## src/rtl/fetch_sequencer_pkg.sv

```systemverilog
// Shared definitions for the fetch stage: opcode/func constants, the FSM state
// type and the layout of one fetch-queue entry.
package fetch_sequencer_pkg;

  localparam int PC_W   = 32;
  localparam int OP_W   = 6;
  localparam int FUNC_W = 6;
  localparam int REG_W  = 5;
  localparam int VALC_W = 32;

  localparam logic [OP_W-1:0]   OP_RTYPE     = 6'b000000;
  localparam logic [FUNC_W-1:0] FUNC_SYSCALL = 6'b001100;

  typedef enum logic {
    ST_RUN  = 1'b0,
    ST_HALT = 1'b1
  } fetch_state_e;

  typedef struct packed {
    logic [PC_W-1:0]   pc;
    logic [OP_W-1:0]   op;
    logic [FUNC_W-1:0] func;
    logic [REG_W-1:0]  rs;
    logic [REG_W-1:0]  rt;
    logic [REG_W-1:0]  rd;
    logic [VALC_W-1:0] val_c;
  } fetch_entry_t;

  function automatic logic is_halt_instr(input logic [OP_W-1:0]   op,
                                         input logic [FUNC_W-1:0] func,
                                         input logic [FUNC_W-1:0] halt_func);
    return (op == OP_RTYPE) && (func == halt_func);
  endfunction

endpackage

```

## src/rtl/fetch_queue.sv

```systemverilog
// Small power-of-two FIFO of fetch entries. Flush empties it in one cycle;
// the caller guarantees push only when not full (or popping) and pop only when not empty.
module fetch_queue
  import fetch_sequencer_pkg::*;
#(
  parameter int DEPTH = 2,
  localparam int PTR_W = $clog2(DEPTH),
  localparam int CNT_W = PTR_W + 1
) (
  input  logic             clk,
  input  logic             reset,
  input  logic             flush,
  input  logic             push,
  input  logic             pop,
  input  fetch_entry_t     wr_entry,
  output fetch_entry_t     rd_entry,
  output logic [CNT_W-1:0] count
);

  fetch_entry_t     mem [DEPTH];
  logic [PTR_W-1:0] head;
  logic [PTR_W-1:0] tail;

  always_ff @(posedge clk) begin
    if (reset) begin
      head  <= '0;
      tail  <= '0;
      count <= '0;
      for (int i = 0; i < DEPTH; i++) mem[i] <= '0;
    end else if (flush) begin
      // Storage is left alone: the head contents are don't-care while empty.
      head  <= '0;
      tail  <= '0;
      count <= '0;
    end else begin
      if (push) begin
        mem[tail] <= wr_entry;
        tail      <= tail + 1'b1;
      end
      if (pop) head <= head + 1'b1;
      case ({push, pop})
        2'b10:   count <= count + 1'b1;
        2'b01:   count <= count - 1'b1;
        default: count <= count;
      endcase
    end
  end

  assign rd_entry = mem[head];

endmodule

```

## src/rtl/fetch_sequencer.sv

```systemverilog
// Fetch stage: owns the fetch PC, buffers instr_mem output in fetch_queue and
// hands entries to decode; halts on SYSCALL until a redirect restarts fetch.
module fetch_sequencer
  import fetch_sequencer_pkg::*;
#(
  parameter logic [31:0] RESET_PC  = 32'h0000_0000,
  parameter int          DEPTH     = 2,
  parameter logic [5:0]  HALT_FUNC = FUNC_SYSCALL
) (
  input  logic        clk,
  input  logic        reset,
  output logic [31:0] F_valP,
  input  logic [5:0]  f_op,
  input  logic [5:0]  f_func,
  input  logic [4:0]  f_rs,
  input  logic [4:0]  f_rt,
  input  logic [4:0]  f_rd,
  input  logic [31:0] f_valC,
  input  logic        e_redirect,
  input  logic [31:0] e_target,
  input  logic        d_ready,
  output logic        d_valid,
  output logic [31:0] d_pc,
  output logic [5:0]  d_op,
  output logic [5:0]  d_func,
  output logic [4:0]  d_rs,
  output logic [4:0]  d_rt,
  output logic [4:0]  d_rd,
  output logic [31:0] d_valC,
  output logic        halted
);

  localparam int              CNT_W     = $clog2(DEPTH) + 1;
  localparam logic [CNT_W-1:0] DEPTH_CNT = CNT_W'(DEPTH);

  // Decode handshake: an entry transfers on any rising edge where d_valid and
  // d_ready are both high; d_valid never depends on d_ready.
  fetch_state_e     state;
  logic [CNT_W-1:0] count;
  logic             push;
  logic             pop;
  fetch_entry_t     wr_entry;
  fetch_entry_t     head;

  assign d_valid = (count != '0);
  assign pop     = d_valid & d_ready;
  assign push    = (state == ST_RUN) & ~e_redirect & ((count < DEPTH_CNT) | pop);

  assign wr_entry = '{pc: F_valP, op: f_op, func: f_func, rs: f_rs,
                      rt: f_rt, rd: f_rd, val_c: f_valC};

  fetch_queue #(.DEPTH(DEPTH)) u_queue (
    .clk      (clk),
    .reset    (reset),
    .flush    (e_redirect),
    .push     (push),
    .pop      (pop),
    .wr_entry (wr_entry),
    .rd_entry (head),
    .count    (count)
  );

  always_ff @(posedge clk) begin
    if (reset) begin
      F_valP <= RESET_PC;
      state  <= ST_RUN;
    end else if (e_redirect) begin
      F_valP <= {e_target[31:2], 2'b00};
      state  <= ST_RUN;
    end else if (push) begin
      F_valP <= F_valP + 32'd4;
      // The SYSCALL itself is queued; fetch stops from the next cycle on.
      if (is_halt_instr(f_op, f_func, HALT_FUNC)) state <= ST_HALT;
    end
  end

  assign halted = (state == ST_HALT);
  assign d_pc   = head.pc;
  assign d_op   = head.op;
  assign d_func = head.func;
  assign d_rs   = head.rs;
  assign d_rt   = head.rt;
  assign d_rd   = head.rd;
  assign d_valC = head.val_c;

endmodule

```

## config.mk

```make
export PLATFORM = sky130hd
export DESIGN_NAME = fetch_sequencer
export DESIGN_NICKNAME = d
export VERILOG_FILES = /design/src/rtl/fetch_sequencer_pkg.sv /design/src/rtl/fetch_queue.sv /design/src/rtl/fetch_sequencer.sv
export SDC_FILE = /design/constraint.sdc
export NUM_CORES = 1
export LEC_CHECK = 0
export CAP_MARGIN = 20
export CELL_PAD_IN_SITES_DETAIL_PLACEMENT = 1
export CELL_PAD_IN_SITES_GLOBAL_PLACEMENT = 1
export CORE_MARGIN = 10
export CORE_UTILIZATION = 25
export CTS_CLUSTER_SIZE = 28
export DETAILED_ROUTE_END_ITERATION = 10
export PLACE_DENSITY_LB_ADDON = 0.25
export SLEW_MARGIN = 10
export SYNTH_ARGS = -nofsm -noshare
export SYNTH_HDL_FRONTEND = slang
export SYNTH_SLANG_ARGS = --single-unit
export TNS_END_PERCENT = 20
```

## constraint.sdc

```tcl
create_clock -name clk -period 12.85 [get_ports clk]
set_clock_uncertainty 0.2 [all_clocks]
set_input_delay 2.57 -clock clk [delete_from_list [all_inputs] [get_ports clk]]
set_output_delay 2.57 -clock clk [all_outputs]
set_load 0.005 [all_outputs]
```

**Word-level counts from Yosys, hierarchy flattened**

Memories as Yosys holds them, arrays and structs flattened. A register that Yosys moved wholly into a read port is not among the register bits.
Cells that the tools add are included.

- Bits in registers: 37
- Input bits: 95
- Bits in writable memories: 182
- Output and inout port bits: 125
- Memories: 1

Memory list:

| name | words | width | rd ports | clocked after memory_dff | write ports | line | text |
|---|---|---|---|---|---|---|---|
| u_queue.mem | 2 | 91 | 1 | 1 | 2 | fetch_queue.sv:20 | `fetch_entry_t mem [DEPTH];` |

- Magnitude comparators: 1
- Add/sub/neg operators: 5
- Bitwise operators: 6
- Reduce and logical (&&, ||, !) cells: 8
- Multiplexer cells: 14
- Equal/unequal tests: 3

Operators with widths:

| operator | count |
|---|---|
| $mux 91 | 1 |
| $reduce_or 91->1 | 1 |
| $mux 32 | 2 |
| $add 32x3->32 const B | 1 |
| $mux 1 | 10 |
| $eq 6x4->1 const B | 1 |
| $logic_not 6->1 | 1 |
| $reduce_bool 2->1 | 3 |
| $pmux 2 s2 | 1 |
| $and 1x1->1 | 3 |
| $add 1x1->1 const B | 2 |
| $add 2x1->2 const B | 1 |
| $eq 2x1->1 const B | 1 |
| $eq 2x2->1 const B | 1 |
| $lt 2x2->1 const B | 1 |
| $not 1->1 | 2 |
| $reduce_and 2->1 | 1 |
| $reduce_or 2->1 | 1 |
| $sub 2x1->2 const B | 1 |
| $logic_and 1x1->1 | 1 |
| $or 1x1->1 | 1 |

**Depth between registers and ports, before layout**

Gate-level depths: netlist of the first run.

- Depth in word-level cells: 10
- Mapped depth: 7

**By module**

A second synthesis of the first run with hierarchy kept.

- Cell total of the unflattened synthesis: 791
- Area, all modules: 10246.1 um^2

Modules (own cells, without submodules):

| module | cells an instance | area an instance (um^2) | instances | seq. area each (um^2) |
|---|---|---|---|---|
| fetch_queue | 530 | 8225.4 | 1 | 5565.3 |
| fetch_sequencer | 261 | 2020.7 | 1 | 620.6 |

**Worst setup path after synthesis of the first run**

Ideal clock, no wire load.

- Path type: in2reg
- Start point: in d_ready
- End point: mem u_queue.mem[0][0] (netlist name), enable pin
- Buffers on the path: 1
- Library setup time: 0.659 ns
- Path slack: 2.524 ns
- Data arrival time: 9.467 ns
- Data required time: 11.991 ns
- Stages on the path: 4
- Cells stage by stage: nor2b_1 > clkbuf_1 > or3_1 > o21ai_0

RTL lines:

| element | line | text |
|---|---|---|
| start, declared | fetch_sequencer.sv:21 | `input logic d_ready,` |
| end, declared | fetch_queue.sv:20 |  |

==> results.md, run 1 <==
* Power Density at around 130 nW/um^2
* R2R Path End: u_queue.mem[1][12]
* Total track usage at 12.1%
* Post-CTS Setup Inserts at 0
* F_max at approximately 170 MHz
* Clk_lat worst skew at around 530 ps
* Antenna violations before repair at 0
* Layout Nets at 1041
* Top Ports at 220
* Worst-path clk slew at 60 ps
* Synth async-reset ratio at 0%
* TNS Setup at 0 ps
* Pre-CTS WS at 6670 ps
* Slew margin rel. at 36.4%
* Yosys reg bits at about 210
* Dpl hpwl at about 19000 um
* GR Util met3 at 3.20%
* Crit path time final at 5730 ps
* Routed WL per cell at 19.9 um
* Total of max-cap violations at 0
* First-pass GRT wire length at 44200 um
* Max Slew Vio Count at 0
* Remaining Overflow, GRT at 0
* Warnings from Yosys at 0
* Worst setup margin at just over 7000 ps
* Max VDD drop at 0.0763 mV
* Gr busiest metal: met2
* Post-synth top flop: edfxtp_1
* Share of cells above drive strength 1 at 14.8%
* Worst endpoint required time at approximately 10000 ps
* Top cell type's share of synthesized area at 54.9%
* Crit Path Class: reg -> out
* Residual DRC count at 0
* Synth area leaders: edfxtp_1 55%, and2_1 12%, mux2_2 10%
* Critical path buffers and inverters at 2
* Worst Reg-to-Reg Cells at 5
* Largest net degree at the start of global routing at 90
* Port bufs at 213
* HP Class: reg -> reg
* Reg2reg setup slack at roughly 10000 ps
* DRT antenna net count at 0
* Final Hold Viols at 0
* CORE AREA at a little under 40000 sq um
* Die ar. at 47300 sq um
* Endpoint class of the critical path: output port
* H-tree depth at 1
* Critical path startpoint category: register
* Part of the cycle the worst path needs at between 40% and 50%
* R2R Path Start: u_queue.count[1]
* Seq/Total Area, Yosys at slightly above 60%
* # resized after CTS at 0
* Detailed Route WL at 29500 um
* Layout area overhead at 35.5%
* Die Y-Extent at 217 um
* Vias per inst at 4.51
* Yosys cell types at 48
* Critical Path Fanout Max at 49
* # fillers at between 4000 and 5000
* CTS tree: done
* GR Util met2 at 20.0%
* Total Power at 0.00170 W
* Post-CTS Hold Fix Bufs at 0
* Cell Chain, Critical Path: buf_4 -> mux2_2 -> clkdlybuf4s50_1
* Clock sinks at approximately 210
* Post-Syn Instances at 743
* Critical Path AT at 2960 ps
* Vias in the first global route at 7016
* Inserted Clock Buffers at 26
* Post-Syn Area at 9740 sq um
* # rows at 72
* Crit path to: d_pc[30]
* Yosys top cell by area: edfxtp_1
* Syn_area_per_cell at 13.1 sq um
* Pleak at 4.67 nW
* RSZ-0062 raised after global routing: no
* GPL Wtd Cong at 0.726
* Initial Utilization at 25.3%
* Clock Tree Buf Depth at 3
* Status: finished clean
* CTS root buffer: clkbuf_16
* Number of synthesized flops with an enable pin at 178
* Die Width at 217 um
* Delay-heaviest family, CP: buffers and inverters
* Largest stage delay, worst path at between 700 and 800 ps
* Met1 Resource Use GR at 15.4%
* Crit. path cell count at 3
* CP max stage cell: dfxtp_4
* Worst Tran Pin Value at ~950 ps
* Starting DRC count in detailed routing at between 300 and 400
* Vias at around 6700
* First-pass iteration count of the detailed router at 4
* Final setup viols at 0
==> synthesized netlist by cell type (2+ instances only) <==
library cell  count
a211oi_1          8
a311oi_1         17
a31oi_1           2
a32oi_1           2
and2_1          180
and3_1            5
and4_1            4
buf_1             2
buf_4             4
buf_6             2
clkbuf_1         42
dfxtp_1          36
edfxtp_1        178
ha_1              2
inv_1             2
mux2_2           89
nand2_1          12
nand2b_1          3
nand3_1          16
nand4_1          11
nor2_1           30
nor2b_1           2
nor3_1            8
nor3b_1           2
nor4_1           11
o21ai_0           9
o31ai_1          11
or2_2             4
or3_1             9
or4_1            12
xnor2_1           8
xor2_1            4
==> cells in the final DEF, fill, tap and decap left out, drive strengths merged, types with 3 or more instances in the layout <==
cell type / instances
a211oi: 8
a311oi: 17
and2: 180
and3: 5
and4: 4
buf: 9
clkbuf: 32
clkdlybuf4s50: 213
clkinv: 14
conb: 4
dfxtp: 36
edfxtp: 178
inv: 3
mux2: 89
nand2: 12
nand2b: 3
nand3: 16
nand4: 11
nor2: 30
nor3: 8
nor4: 12
o21ai: 9
o31ai: 11
or2: 4
or3: 9
or4: 12
xnor2: 8
xor2: 4
==> routing by layer <==
layer | wire, um | part of all wire (%)
met2 | 14200 | 48
met5 | 0 | 0
met4 | 440 | 1.5
met1 | 13000 | 44
met3 | 1830 | 6.2
==> tightest hold or removal path, delay by kind of cell, from the launching register on <==
kind	cells	cell delay, ps
xor gates and xnor gates	1	90
DFF	1	320
and+or+nand+nor	1	80
==> kinds of logic (layout without fill, tap and decap cells) <==
logic type               count (synthesis)  count (layout)  share of synthesized area [%]
AO/OA/AOI/OAI                           57              57                           4.45
XOR/XNOR                                12              12                           1.08
adder cells (fa/ha/maj)                  2               2                          0.257
buffers and inverters                   56             273                           2.49
flip-flops                             214             214                           62.3
multiplexers                            89              89                           10.3
other                                    1               5                         0.0385
AND/OR/NAND/NOR                        312             312                           19.1
==> power by group <==
group          switching, W  leakage, nW  internal, W  total (W)
clock              0.000286        0.390     0.000401   0.000687
combinational     0.0000789         2.09     0.000112   0.000191
sequential        0.0000263         2.19     0.000797   0.000823
total              0.000391         4.67      0.00131    0.00170
==> metrics by stage <==
stage          util [%]  hold slack (ps)  area (sq um)  cells
6_report           34.2              320         13200   1482
5_1_grt            34.2              373         13200   1481
4_1_cts            34.2              331         13200   1481
3_5_place_dp       32.2              312         12400   1434
3_3_place_gp       32.2              298         12400   1434
2_1_floorplan         -              275          9750    746
==> sequential cells by signal (all words and copies together) (netlist names), named ones only <==
name	cells
halted	1
u_queue.count	2
u_queue.mem	178
u_queue.tail	1
F_valP	30
u_queue.head	1
==> final cells by class <==
type / instances / area [sq um] / share of cell area [%]
multi-input combinational: 476 / 3470 / 26.3
tap: 518 / 648 / 4.91
sequential: 214 / 6070 / 46.0
clock buffer: 32 / 694 / 5.26
inverter: 4 / 15.0 / 0.114
timing repair buffer: 222 / 2200 / 16.7
antenna: 1 / 2.50 / 0.0190
clock inverter: 15 / 98.8 / 0.749
==> how the worst min path moves through the flow <==
stage,startpoint,endpoint,slack (ps),depth (start not counted)
global placement,u_queue.count[1],u_queue.count[1],300,2
CTS,u_queue.head,register,330,2
finish,u_queue.head,register,320,2
global route,u_queue.head,register,370,2
detailed placement,u_queue.head,register,310,2
floorplan,u_queue.count[1],u_queue.count[1],280,2
Note: power is estimated with default switching activity, not from simulation.
==> run 2, diff against run 1 <==
==> constraint.sdc (replaced) <==
create_clock -name clk -period 5.3 [get_ports clk]
set_clock_uncertainty 0.2 [all_clocks]
set_input_delay 1.06 -clock clk [delete_from_list [all_inputs] [get_ports clk]]
set_output_delay 1.06 -clock clk [all_outputs]
set_load 0.005 [all_outputs]
==> run 2 against run 1 <==
- global-route usage up 0.33 points
- die area unchanged
- sequential cell count stayed put
- combinational power increased by 140%
- sequential share of layout area decreased by 0.58 points
- worst hold slack better by 1.3 ps
- count of clock-buffer cells in the layout grew 8
- power rose to 2.5 times the previous value
- setup slack lost 5700 ps
- via count fell by 0.49%
- wire length up 2.1%
==> results.md, run 2 (synthesis gave the netlist of run 1 again) <==
* Status: finished clean (unchanged)
* GR Util met3 at 4.01% (was 3.20%)
* Inserted Clock Buffers at 26 (unchanged)
* H-tree depth at 1 (unchanged)
* Critical Path Fanout Max at 55 (was 49)
* Part of the cycle the worst path needs at 73.6%
* Slew margin rel. at 37.0% (was 36.4%)
* Detailed Route WL at 30100 um (was 29500 um)
* Max Slew Vio Count at 0 (unchanged)
* Worst Tran Pin Value at 945 ps (was 954 ps)
* Commonest cells after routing, fill and taps aside: 213 x clkdlybuf4s50_1, 180 x and2_1, 178 x edfxtp_1 (unchanged)
* Vias in the first global route at 7102 (was 7016)
* R2R Path Start: halted (was u_queue.count[1])
* FF/Latch Area at 6070 sq um (unchanged)
* Die Width at 217 um (unchanged)
* R2R Path End: F_valP[19] (was u_queue.mem[1][12])
* Clk_lat worst skew at 530 ps (about the same)
* Power Density at 324 nW/um^2 (was 129 nW/um^2)
* Dpl hpwl at 19900 um (was 19200 um)
* Pleak at 4.75 nW (was 4.67 nW)
* Routed WL per cell at 20.3 um (was 19.9 um)
* Critical path startpoint category: register (unchanged)
* Gr busiest metal: met2 (unchanged)
* Total track usage at 12.4% (was 12.1%)
* # rows at 72 (unchanged)
* First-pass GRT wire length at 45600 um (was 44200 um)
* Total of max-cap violations at 0 (unchanged)
* Clock sinks at 214 (unchanged)
* Residual DRC count at 0 (unchanged)
* Layout area overhead at 37.3% (was 35.5%)
* Largest registers: u_queue.mem x178, F_valP x30, u_queue.count x2 (unchanged)
* Max VDD drop at 0.171 mV (was 0.0763 mV)
* CTS root buffer: clkbuf_16 (unchanged)
* GR Util met2 at 19.9% (was 20.0%)
* Pre-CTS WS at 1120 ps (was 6670 ps)
* Crit Path Class: reg -> out (unchanged)
* Top Ports at 220 (unchanged)
* F_max at roughly 260 MHz
* Clock Tree Buf Depth at 3 (unchanged)
* Hold Slack at 321 ps (was 320 ps)
* Vias at 6653 (was 6686)
* Area of the multi-input gates at 3470 sq um (unchanged)
* Most common cell after layout, fill and taps aside: clkdlybuf4s50_1 (unchanged)
* Worst setup margin at 1400 ps (was 7120 ps)
* Layout Nets at 1044 (was 1041)
* Crit path to: d_valC[20] (was d_pc[30])
* Post-CTS Setup Inserts at 0 (unchanged)
* # fillers at 4212 (was 4214)
* Vias per inst at 4.48 (was 4.51)
* TNS Setup at 0 ps (unchanged)
* Worst Reg-to-Reg Cells at 4 (was 5)
* Remaining Overflow, GRT at 0 (unchanged)
* Final Hold Viols at 0 (unchanged)
* Post-CTS Hold Fix Bufs at 0 (unchanged)
* CORE AREA at 38600 sq um (unchanged)
* Critical Path AT at 2640 ps (was 2960 ps)
* Share of cells above drive strength 1 at 15.7% (was 14.8%)
* Worst-path clk slew at 60 ps (about the same)
* Hold path start: u_queue.head (unchanged)
* Reg2reg setup slack at 2520 ps (was 9970 ps)
* Crit path time final at 3900 ps
* HP Class: reg -> reg (unchanged)
* Endpoint class of the critical path: output port (unchanged)
* Worst endpoint required time at 4040 ps (was 10080 ps)
* Die Y-Extent at 217 um (unchanged)
* Max FFs per register at 178 (unchanged)
* First-pass iteration count of the detailed router at 4 (unchanged)
* Hold depth at 2 (unchanged)
* Reg with most FFs: u_queue.mem (unchanged)
* Initial Utilization at 25.3% (unchanged)
* Die ar. at 47300 sq um (unchanged)
* # resized after CTS at 0 (unchanged)
* Antenna violations before repair at 5 (was 0)
* Port bufs at 213 (unchanged)
* Core Util, Final at 34.7% (was 34.2%)
* CTS tree: done (unchanged)
* Starting DRC count in detailed routing at 342 (was 332)
* DRT antenna net count at 0 (unchanged)
* Final setup viols at 0 (unchanged)
* RSZ-0062 raised after global routing: no (unchanged)
* GPL Wtd Cong at 0.748 (was 0.726)
* Largest net degree at the start of global routing at 90 (unchanged)
* Met1 Resource Use GR at 16.1% (was 15.4%)
[run 2: cell count changes in the layout (fill, tap and decap cells not counted), moves of 2 or more]
cell | before | now
clkbuf_8 | 0 | 7
clkinv_1 | 7 | 1
clkinv_2 | 6 | 3
buf_12 | 0 | 2
bufinv_16 | 1 | 3
[run 2: how the worst min path moves through the flow]
stage,end,slack (ps)
5_1_grt,u_queue.count[1],380
4_1_cts,u_queue.head,330
3_3_place_gp,u_queue.count[1],290
2_1_floorplan,u_queue.count[1],280
3_5_place_dp,u_queue.head,310
6_report,u_queue.head,320
[run 2: through the flow]
stage	area, sq um	power [W]	cells
floorplan	9750	0.00219	746
finish	13400	0.00433	1486
CTS	13400	0.00443	1485
global placement	12500	0.00250	1437
detailed placement	12500	0.00251	1437
global route	13400	0.00454	1485
[run 2: final cells by class]
class	count	share of cell area (%)
clock inverter	8	0.898
sequential	214	45.4
inverter	4	0.112
timing repair buffer	225	16.8
antenna	1	0.0187
clock buffer	40	5.94
tap	518	4.85
multi-input combinational	476	26.0
[run 2: worst max-delay path: stages, from the launching register on]
cell and delay (ps):
dfxtp_4 930, buf_12 320, mux2_2 360, clkdlybuf4s50_1 500
[run 2: power breakdown]
part | switching, W | internal, W
logic | 0.000189 | 0.000275
registers | 0.0000645 | 0.00193
clock network | 0.000700 | 0.00117
[run 2: layer usage]
layer	vias to the layer above	part of all wire [%]	routed length, um
li1	3148	-	-
met1	3301	45	13500
met3	34	7.1	2140
met5	-	0.19	57
met4	8	1.3	381
met2	162	47	14100
==> run 3, diff against run 2 <==
==> constraint.sdc (replaced) <==
create_clock -name clk -period 3.25 [get_ports clk]
set_clock_uncertainty 0.2 [all_clocks]
set_input_delay 0.65 -clock clk [delete_from_list [all_inputs] [get_ports clk]]
set_output_delay 0.65 -clock clk [all_outputs]
set_load 0.005 [all_outputs]
==> run 3 against run 2 <==
- first-iteration DRC count grew 2.3%
- worst hold slack is essentially flat
- via count grew 1.3%
- wire length shrank 1.4%
- clock power grew 49%
- register-to-register slack lost 1800 ps
- cell count grew 0.81%
- critical path depth is the same
- sequential share of layout area shrank 0.37 points
- critical path type unchanged
- largest cell class unchanged
==> results.md, run 3 (synthesis gave the netlist of run 1 again) <==
* Total track usage at 12.1% (was 12.4%)
* Critical Path Fanout Max at 48 (was 55)
* First-pass GRT wire length at 44600 um (was 45600 um)
* Int Power at 0.00527 W (was 0.00338 W)
* Max VDD drop at 0.216 mV (was 0.171 mV)
* Status: finished clean (unchanged)
* Critical Path AT at 2190 ps (was 2640 ps)
* R2R Path Start: F_valP[8] (was halted)
* Largest registers: u_queue.mem x178, F_valP x30, u_queue.count x2 (unchanged)
* Clock sinks at 214 (unchanged)
* Reg2reg setup slack at 690 ps (was 2520 ps)
* Total of max-cap violations at 0 (unchanged)
* CTS root buffer: clkbuf_16 (unchanged)
* Hold Slack at 322 ps (was 321 ps)
* CP max stage cell: clkdlybuf4s50_1 (was dfxtp_4)
* Part of the cycle the worst path needs at 93.6%
* Dpl hpwl at 20200 um (was 19900 um)
* Endpoint class of the critical path: output port (unchanged)
* Comb power frac at 11.8% (was 10.7%)
* Residual DRC count at 0 (unchanged)
* Detailed Route WL at 29700 um (was 30100 um)
* Crit Path Class: reg -> out (unchanged)
* Die ar. at 47300 sq um (unchanged)
* GPL Wtd Cong at 0.741 (was 0.748)
* # fillers at 4134 (was 4212)
* ANT cells at 0 (was 1)
* Share of cells above drive strength 1 at 16.9% (was 15.7%)
* Sw Share at 22.7% (was 22.0%)
* Largest stage delay, worst path at 480 ps (was 930 ps)
* Routed WL per cell at 19.8 um (was 20.3 um)
* R2R Path End: F_valP[19] (unchanged)
* Vias at 6742 (was 6653)
* Sequential Power Share at 47.5% (was 46.0%)
* Vias per inst at 4.50 (was 4.48)
* RSZ-0062 raised after global routing: no (unchanged)
* Power Density at 506 nW/um^2 (was 324 nW/um^2)
* Psw at 0.00155 W (was 0.000954 W)
* Die Y-Extent at 217 um (unchanged)
* Hold path start: u_queue.head (unchanged)
* CTS tree: done (unchanged)
* Delay-heaviest family, CP: buffers and inverters (was flip-flops)
* H-tree depth at 1 (unchanged)
* Port bufs at 213 (unchanged)
* Top Ports at 220 (unchanged)
* Antenna violations before repair at 0 (was 5)
* Clk_lat worst skew at 530 ps (about the same)
* Commonest cells after routing, fill and taps aside: 213 x clkdlybuf4s50_1, 180 x and2_1, 178 x edfxtp_1 (unchanged)
* Worst Reg-to-Reg Cells at 5 (was 4)
* Worst endpoint required time at 2400 ps (was 4040 ps)
* DRT antenna net count at 0 (unchanged)
* First-pass iteration count of the detailed router at 4 (unchanged)
* Post-CTS Hold Fix Bufs at 0 (unchanged)
* Critical path buffers and inverters at 2 (unchanged)
* Starting DRC count in detailed routing at 350 (was 342)
* Pre-CTS WS at 173 ps (was 1120 ps)
* Critical path startpoint category: register (unchanged)
* # resized after CTS at 0 (unchanged)
* Hold depth at 2 (unchanged)
* HP Class: reg -> reg (unchanged)
* Most common cell after layout, fill and taps aside: clkdlybuf4s50_1 (unchanged)
* Cell Chain, Critical Path: buf_12 -> mux2_2 -> clkdlybuf4s50_1 (unchanged)
* Crit path time final at 3040 ps
* Pleak at 4.80 nW (was 4.75 nW)
* Final Hold Viols at 0 (unchanged)
* CORE AREA at 38600 sq um (unchanged)
* Worst Tran Pin Value at 693 ps (was 945 ps)
* Post-CTS Setup Inserts at 0 (unchanged)
* # rows at 72 (unchanged)
* F_max at around 330 MHz
* Slew margin rel. at 53.7% (was 37.0%)
* Die Width at 217 um (unchanged)
* Worst-path clk slew at 60 ps (about the same)
* Largest net degree at the start of global routing at 90 (unchanged)
* Clk pwr share at 40.7% (was 43.3%)
* Clock Tree Buf Depth at 3 (unchanged)
* Inserted Clock Buffers at 25 (was 26)
* Reg with most FFs: u_queue.mem (unchanged)
* Layout Nets at 1058 (was 1044)
* Max Slew Vio Count at 0 (unchanged)
* Max FFs per register at 178 (unchanged)
* Remaining Overflow, GRT at 0 (unchanged)
* Final setup viols at 0 (unchanged)
* Initial Utilization at 25.3% (unchanged)
* Layout area overhead at 38.4% (was 37.3%)
* Vias in the first global route at 7029 (was 7102)
* Worst setup margin at 209 ps (was 1400 ps)
-- run 3: cell count changes in the layout (fill, tap and decap cells not counted), moves of 2 or more --
cell	change
buf_12	+7
buf_4	+8
bufinv_16	-2
clkbuf_16	-2
-- run 3: how the worst max path moves through the flow --
stage                     cells after the start     start  slack (ps)                end
after floorplan                               4   d_ready        -100  u_queue.mem[0][0]
after global routing                          3  register         110            d_rt[3]
after CTS                                     3  register         160            d_rt[3]
after detailed placement                      6   d_ready         170         F_valP[19]
final                                         3  register         210         d_valC[23]
after global placement                        6   d_ready         200         F_valP[19]
-- run 3: stage by stage --
step / instance area (sq um) / instances / util, % / power, W / setup TNS (ps)
2_1_floorplan: 9790 / 746 / - / 0.00357 / -8480
3_3_place_gp: 12700 / 1452 / 32.8 / 0.00411 / 0
3_5_place_dp: 12700 / 1452 / 32.8 / 0.00413 / 0
4_1_cts: 13500 / 1498 / 35.0 / 0.00695 / 0
5_1_grt: 13500 / 1498 / 35.0 / 0.00711 / 0
6_report: 13500 / 1498 / 35.0 / 0.00682 / 0
-- run 3: worst min-delay path, stage by stage (launching register included) --
cell	delay (ps)
dfxtp_1	320
xnor2_1	90
nor2_1	80
-- run 3: power groups by stage --
stage               registers (W)  logic (W)  clock network [W]
global placement          0.00329   0.000823                  0
CTS                       0.00324   0.000831            0.00287
global route              0.00326   0.000877            0.00297
detailed placement        0.00330   0.000826                  0
floorplan                 0.00327   0.000303                  0
finish                    0.00324   0.000804            0.00278
-- run 3: layer usage --
layer	vias to the layer above	track usage, %	routed length [um]
met2	174	20.1	14300
li1	3171	-	-
met4	0	2.63	385
met5	-	0	0
met3	25	3.11	1860
met1	3372	15.5	13100
-- run 3: layout make-up --
type / count / area, sq um / area share [%]
Clock buffer: 38 / 744 / 5.52
Tap cell: 518 / 648 / 4.81
Clock inverter: 8 / 70.1 / 0.520
Multi-Input combinational cell: 476 / 3490 / 25.9
Inverter: 4 / 15.0 / 0.111
Sequential cell: 214 / 6070 / 45.0
Timing Repair Buffer: 240 / 2450 / 18.2
